**src/rtl/ysyx_23060201_seq_pkg.sv**
```systemverilog
// ysyx_23060201_seq_pkg: shared defines for the NPC core (opcodes, sequencer state codes, reset PC)
package ysyx_23060201_seq_pkg;
    localparam logic [31:0] SEQ_RESET_PC = 32'h8000_0000;
    localparam logic [6:0] OP_LUI = 7'b0110111;
    localparam logic [6:0] OP_AUIPC = 7'b0010111;
    localparam logic [6:0] OP_JAL = 7'b1101111;
    localparam logic [6:0] OP_JALR = 7'b1100111;
    localparam logic [6:0] OP_BRANCH = 7'b1100011;
    localparam logic [6:0] OP_LOAD = 7'b0000011;
    localparam logic [6:0] OP_STORE = 7'b0100011;
    localparam logic [6:0] OP_OP_IMM = 7'b0010011;
    localparam logic [6:0] OP_OP = 7'b0110011;
    localparam logic [6:0] OP_SYSTEM = 7'b1110011;
    localparam logic [2:0] ST_IF_REQ = 3'd0;
    localparam logic [2:0] ST_IF_WAIT = 3'd1;
    localparam logic [2:0] ST_EXEC = 3'd2;
    localparam logic [2:0] ST_LS_REQ = 3'd3;
    localparam logic [2:0] ST_LS_WAIT = 3'd4;
    localparam logic [2:0] ST_WB = 3'd5;
    localparam logic [2:0] ST_HALT = 3'd6;
    typedef enum logic [2:0] {
        IF_REQ = ST_IF_REQ,
        IF_WAIT = ST_IF_WAIT,
        EXEC = ST_EXEC,
        LS_REQ = ST_LS_REQ,
        LS_WAIT = ST_LS_WAIT,
        WB = ST_WB,
        HALT = ST_HALT
    } seq_state_e;
endpackage

```
**src/rtl/ysyx_23060201_perf_cnt.sv**
```systemverilog
// ysyx_23060201_perf_cnt: cycle/instret counters, compiled only when SEQ_PERF_EN is defined
`ifdef SEQ_PERF_EN
module ysyx_23060201_perf_cnt #(
    parameter int CNT_W = 64
) (
    input  logic             clk,
    input  logic             rst,
    input  logic             clr,
    input  logic             cyc_inc,
    input  logic             ret_inc,
    output logic [CNT_W-1:0] cyc_cnt,
    output logic [CNT_W-1:0] ret_cnt
);
    always_ff @(posedge clk or negedge rst) begin
        if (!rst) begin
            cyc_cnt <= '0;
            ret_cnt <= '0;
        end else begin
            cyc_cnt <= clr ? '0 : cyc_cnt + CNT_W'(cyc_inc);
            ret_cnt <= clr ? '0 : ret_cnt + CNT_W'(ret_inc);
        end
    end
endmodule
`endif

```
**src/rtl/ysyx_23060201_seq.sv**
```systemverilog
// ysyx_23060201_seq: multi-cycle fetch/exec/LSU sequencer; perf counters only with SEQ_PERF_EN
module ysyx_23060201_seq
    import ysyx_23060201_seq_pkg::*;
#(
    parameter int              XLEN     = 32,
    parameter logic [XLEN-1:0] RESET_PC = XLEN'(SEQ_RESET_PC),
    parameter int              CNT_W    = 64
) (
    input  logic             clk,
    input  logic             rst,
    output logic             ifu_req_valid,
    input  logic             ifu_req_ready,
    output logic [XLEN-1:0]  ifu_addr,
    input  logic             ifu_rsp_valid,
    input  logic [31:0]      ifu_rsp_data,
    output logic [31:0]      inst,
    input  logic [XLEN-1:0]  exu_dnpc,
    input  logic             exu_is_mem,
    input  logic             exu_gpr_wen,
    input  logic             exu_halt,
    output logic             lsu_req_valid,
    input  logic             lsu_req_ready,
    input  logic             lsu_rsp_valid,
    output logic             gpr_wen,
    output logic [XLEN-1:0]  pc,
    output logic             commit,
    output logic             halted,
    output logic [CNT_W-1:0] cycle_cnt,
    output logic [CNT_W-1:0] instret_cnt
);
    seq_state_e state_q, state_d;
    logic [XLEN-1:0] npc_q;
    logic wen_q;
    logic halt_seen_q;

    always_ff @(posedge clk or negedge rst) begin
        if (!rst) begin
            state_q <= IF_REQ;
            pc <= RESET_PC;
            npc_q <= RESET_PC;
            inst <= '0;
            wen_q <= 1'b0;
            halt_seen_q <= 1'b0;
        end else begin
            state_q <= state_d;
            if (state_q == IF_WAIT && ifu_rsp_valid) inst <= ifu_rsp_data;
            if (state_q == EXEC) npc_q <= exu_dnpc;
            if (state_q == EXEC) wen_q <= exu_gpr_wen;
            if (state_q == WB) pc <= npc_q;
            halt_seen_q <= state_q == HALT;
        end
    end

    always_comb begin
        state_d = state_q;
        case (state_q)
            IF_REQ:  state_d = ifu_req_ready ? IF_WAIT : IF_REQ;
            IF_WAIT: state_d = ifu_rsp_valid ? EXEC : IF_WAIT;
            EXEC:    state_d = exu_halt ? HALT : exu_is_mem ? LS_REQ : WB;
            LS_REQ:  state_d = lsu_req_ready ? LS_WAIT : LS_REQ;
            LS_WAIT: state_d = lsu_rsp_valid ? WB : LS_WAIT;
            WB:      state_d = IF_REQ;
            default: state_d = state_q;
        endcase
    end

    // write enable is latched in EXEC so no strobe depends combinationally on an input
    assign ifu_req_valid = state_q == IF_REQ;
    assign lsu_req_valid = state_q == LS_REQ;
    assign gpr_wen = state_q == WB && wen_q;
    assign halted = state_q == HALT;
    assign commit = state_q == WB || (state_q == HALT && !halt_seen_q);
    assign ifu_addr = pc;

`ifdef SEQ_PERF_EN
    ysyx_23060201_perf_cnt #(.CNT_W(CNT_W)) u_perf (
        .clk     (clk),
        .rst     (rst),
        .clr     (1'b0),
        .cyc_inc (!halted),
        .ret_inc (commit),
        .cyc_cnt (cycle_cnt),
        .ret_cnt (instret_cnt)
    );
`else
    assign cycle_cnt = '0;
    assign instret_cnt = '0;
`endif
endmodule

```
**config.mk**
```make
export PLATFORM = sky130hd
export DESIGN_NAME = ysyx_23060201_seq
export DESIGN_NICKNAME = d
export VERILOG_FILES = /design/src/rtl/ysyx_23060201_seq_pkg.sv /design/src/rtl/ysyx_23060201_perf_cnt.sv /design/src/rtl/ysyx_23060201_seq.sv
export SDC_FILE = /design/constraint.sdc
export NUM_CORES = 1
export LEC_CHECK = 0
export CORE_MARGIN = 8
export CORE_UTILIZATION = 25
export CTS_BUF_LIST = sky130_fd_sc_hd__clkbuf_4 sky130_fd_sc_hd__clkbuf_8 sky130_fd_sc_hd__clkbuf_16
export DETAILED_ROUTE_END_ITERATION = 16
export GPL_ROUTABILITY_DRIVEN = 1
export SYNTH_ARGS = -nofsm -noshare
export SYNTH_HDL_FRONTEND = slang
export SYNTH_SLANG_ARGS = --single-unit
export TNS_END_PERCENT = 100
```
**constraint.sdc**
```tcl
create_clock -name clk -period 1.9 [get_ports clk]
set_input_delay 0.285 -clock clk [delete_from_list [all_inputs] [get_ports clk]]
set_output_delay 0.285 -clock clk [all_outputs]
set_load 0.02 [all_outputs]
```
# ---- After elaboration in Yosys (flattened, before gate mapping)
# Index checks and enable logic that the tools add are counted.
dict set report word_totals {
  reg_bits 101
  wordCells 26
  out_inout_bits 229
}
dict set report classes {
  n_reduce_logical 7
  eq_ne 6
  n_mux 7
}
# op n
set ops {}
lappend ops {{$pmux 3 s6} 1}
lappend ops {{$eq 3x3->1 const B} 3}
lappend ops {{$mux 3} 3}
lappend ops {{$eq 3x2->1 const B} 2}
lappend ops {{$reduce_bool 6->1} 1}
lappend ops {{$eq 3x1->1 const B} 1}
lappend ops {{$logic_and 1x1->1} 3}
lappend ops {{$logic_not 3->1} 1}
lappend ops {{$mux 1} 2}
lappend ops {{$mux 2} 1}
lappend ops {{$logic_not 1->1} 1}
lappend ops {{$logic_or 1x1->1} 1}

# ---- Longest topological paths before layout
dict set report logic_depth {
  word_depth 3
  depth_mapped 5
  mapped_depth_nobuf 3
}

# ---- Worst setup path after synthesis
# OpenSTA, ideal clock, no wires.
dict set report synth_path {
  kind {flip-flop to output port}
  start {register state_q[2]}
  end {output commit}
  setup_slack_ns 0.320
  path_stages_with_launch 4
  path_buffers 1
  t_required_ns 1.615
  t_arrival_ns 1.295
  cell_sequence {dfrtp_1 > clkbuf_1 > nand3b_1 > o21ai_0}
}
dict set report synth_between {
  elab_chain_len 3
}
# item line_no
set synth_lines {}
lappend synth_lines {{start: declaration} ysyx_23060201_seq.sv:31} ;# seq_state_e state_q, state_d;
lappend synth_lines {{start signal: assignment} ysyx_23060201_seq.sv:45} ;# state_q <= state_d;
lappend synth_lines {{$eq 3x3->1} ysyx_23060201_seq.sv:72} ;# assign commit = state_q == WB || (state_q == HALT && !halt_seen_q);
lappend synth_lines {{$logic_and 1x1->1} ysyx_23060201_seq.sv:72}
lappend synth_lines {{$logic_or 1x1->1 *} ysyx_23060201_seq.sv:72}
lappend synth_lines {{end: declaration} ysyx_23060201_seq.sv:26} ;# output logic commit,
# Every way passes the cells marked *; elsewhere a longest branch is shown, timed or not.

# ---- Final worst setup path
dict set report layout_path {
  start {register pc[31], in the netlist ifu_addr[31]}
  end {output ifu_addr[31]}
}
# item line_no
set layout_lines {}
lappend layout_lines {{start: declaration} ysyx_23060201_seq.sv:25} ;# output logic [XLEN-1:0] pc,
lappend layout_lines {{start signal: assignment} ysyx_23060201_seq.sv:49} ;# if (state_q == WB) pc <= npc_q;
lappend layout_lines {{end: declaration} ysyx_23060201_seq.sv:13} ;# output logic [XLEN-1:0] ifu_addr,
# No word-level cell between the ends.

==> metrics.md <==
| Metric | Value |
|---|---|
| Initial antenna violation count | `0` |
| Worst-Skew Late Latency | `0.34 ns` |
| CP max stage delay | `0.62 ns` |
| Post-synth top area share | `47.43%` |
| Unrepaired setup endpoints after global routing | `no` |
| EDFF count, synth | `0` |
| PortBufs | `173` |
| Final count of pins violating max slew | `0` |
| Gr ovfl total | `0` |
| DRT Wirelength | `11650 µm` |
| Ys async rst share | `100.0%` |
| Post-Route Skew | `0.008779 ns` |
| Sum of negative setup slack | `0 ns` |
| Mapped Area | `0.005224 mm²` |
| Crit path from | `ifu_addr[31]` |
| ANT nets after route | `0` |
| Slew HR | `64.21%` |
| H-Tree Depth | `3` |
| Pre-Repair DR Iteration Count | `4` |
| Worst hold slack | `0.002045 ns` |
| Setup bufs post-CTS | `0` |
| DRC | `0` |
| Lkg Pwr | `0.003092 µW` |
| Synth unique cells | `28` |
| Final-stage net count | `622` |
| Routing usage on met2 | `13.90%` |
| Reg-to-Reg Start | `state_q[1]` |
| Cell count after synthesis | `401` |
| Crit end category | `output port` |
| VDD IR max | `592.9 µV` |
| Max Clock Freq | `0.5559 GHz` |
| Clock Power Share | `15.1%` |
| Status | `finished clean` |
| Final GP Congestion | `0.6841` |
| Final Util | `33.28%` |
| Routing usage on met1 | `10.15%` |
| IO Pins | `302` |
| Top cells by count, synth | `buf_4 (163), dfrtp_1 (99), mux2_2 (65), mux2_4 (30), o21ai_0 (5)` |
| Fin crit share | `94.68%` |
| Hold crit path type | `in2async` |
| YS warnings | `0` |
| Die Wd | `160.6 µm` |
| Sequential area share after synthesis | `48.43%` |
| Worst slew pin tran | `0.5368 ns` |
| Top cells by area, synth | `dfrtp_1 (47%), buf_4 (23%), mux2_2 (14%)` |
| Flop pwr share | `33.2%` |
| Vias per cell | `3.543` |
| Post-synthesis average cell area | `13.03 µm²` |
| Clock-pin slew on the worst setup and hold paths | `0.07 ns` |
| CTS Root Cell | `clkbuf_16` |
| Fin crit period | `1.799 ns` |
| Most Used Layer, Global Route | `met2` |
| FF+latch count, synth | `101` |
| Routed vias | `2937` |
| Core area | `0.02076 mm²` |
| Largest net degree at the start of global routing | `102` |
| Worst EP arrival | `1.51 ns` |
| Combinational Power Share | `51.7%` |
| Switching pwr | `4360 µW` |
| Met3 Use GR | `4.351%` |
| Layout area overhead | `32.22%` |
| Clock buffer count from CTS | `9` |
| Startpoint type of the worst setup path | `flip-flop` |
| Global-route wire length before repair | `18130 µm` |
| Initial core utilization | `25.17%` |
| Share of layout cells above drive strength 1 | `23.83%` |
| CTS tree | `yes` |
| PwrDens | `1730 mW/mm²` |
| Iter 0 DRT Violations | `61` |
| Crit-path cells | `clkdlybuf4s50_1` |
| Final HPWL DP | `8825 µm` |
| Total global-route track usage | `8.745%` |
| Slowest cell on crit path | `clkdlybuf4s50_1` |
| Vias in the first global route | `3151` |
| Clock sink total | `101` |
| Count of final setup violators | `0` |
| Area leader, netlist | `dfrtp_1` |
| Critical Path RT | `1.62 ns` |
| Die Ht | `160.6 µm` |
| Post-synth top flop | `dfrtp_1` |
| Antenna cell count | `0` |
| Buffer and inverter count on the worst path | `1` |
| Sw Ratio | `36.48%` |
| Full die area | `0.02578 mm²` |
| Fin. Hold Viols | `0` |
| Max-Cap Viols | `0` |
| Kind of critical path | `reg2out` |
| P_int | `7591 µW` |
| # rows | `53` |
| CP top delay family | `buffers and inverters` |
| Clock Path Buffers | `2` |
| Routed length per instance | `14.05 µm` |
| CP Max Fanout | `3` |
| Top-count cell post-synth | `buf_4` |
[power by group through the flow]
stage / sequential, µW / combinational [µW] / clock [µW]
2_1_floorplan: 4710 / 3360 / 0
3_3_place_gp: 4010 / 6170 / 0
3_5_place_dp: 4010 / 6250 / 0
4_1_cts: 4000 / 6230 / 1900
5_1_grt: 4140 / 6550 / 1980
6_report: 3970 / 6170 / 1810
[kinds of logic after synthesis]
logic type      synth area share [%]
simple gates                   2.180
mux                            23.04
buf+inv                        25.03
compound gates                 1.245
other cells                  0.07179
flops                          48.43
[registers in the layout (all words and copies together), names as in the netlist]
| signal | flops |
|---|---|
| inst | 32 |
| wen_q | 1 |
| halt_seen_q | 1 |
| ifu_addr | 32 |
| state_q | 3 |
| npc_q | 32 |
[final timing paths]
check                          endpoint  slack, ns  cells after the start
max in group asynchronous    state_q[2]       1.47                      2
min reg2reg                   npc_q[30]       0.49                      1
max reg2reg                    inst[10]       0.25                      5
min                           npc_q[13]      0.002                      2
min in group clk              npc_q[30]       0.49                      1
max                        ifu_addr[31]       0.10                      1
[layout make-up]
class,instances,area (µm²)
clock buffer,10,239.0
inverter,3,11.26
timing repair buffer,183,1864
clock inverter,6,51.30
sequential,101,2532
fill,2104,13850
multi-input combinational,251,1864
tap,275,344.1
[layout by cell type, fill, tap and decap left out, types with 2 or more instances in the layout]
cell             netlist  layout
clkdlybuf4s50_1        0     167
conb_1                 1     128
dfrtp_1               99      97
mux2_2                65      65
mux2_4                30      30
clkbuf_16              0      10
buf_4                163       7
o21ai_0                5       5
dlygate4sd2_1          0       4
buf_12                 0       4
nand2_1                3       3
inv_1                  3       3
inv_6                  0       3
nor2_1                 2       2
nor3_1                 2       2
nor2b_1                2       2
dfstp_2                2       2
dfrtp_2                0       2
[routing by layer]
layer	routed length [µm]	up-vias	share of wire (%)
met5	0	-	0
met4	112	0	0.96
met3	1236	8	11
met2	5526	172	47
met1	4774	1413	41
li1	-	1344	-
[stage by stage]
step	std cells	power, µW	instance area (µm²)	worst slack, ns
after global placement	812	10180	6594	0.03533
after global routing	829	12670	6907	0.001108
final	829	11950	6907	0.1011
after CTS	828	12140	6882	0.03857
after floorplan	528	8062	5700	0.3196
after detailed placement	812	10270	6594	0.03242
[what timing repair did]
action / CTS / global route
hold buffers: 0 / 0
resized for setup: 6 / 0
endpoints found under the setup margin: 5 / 1
cloned: 0 / 1
hold endpoints to repair: 0 / 0
No activity file was read; power rests on OpenSTA's default activity.
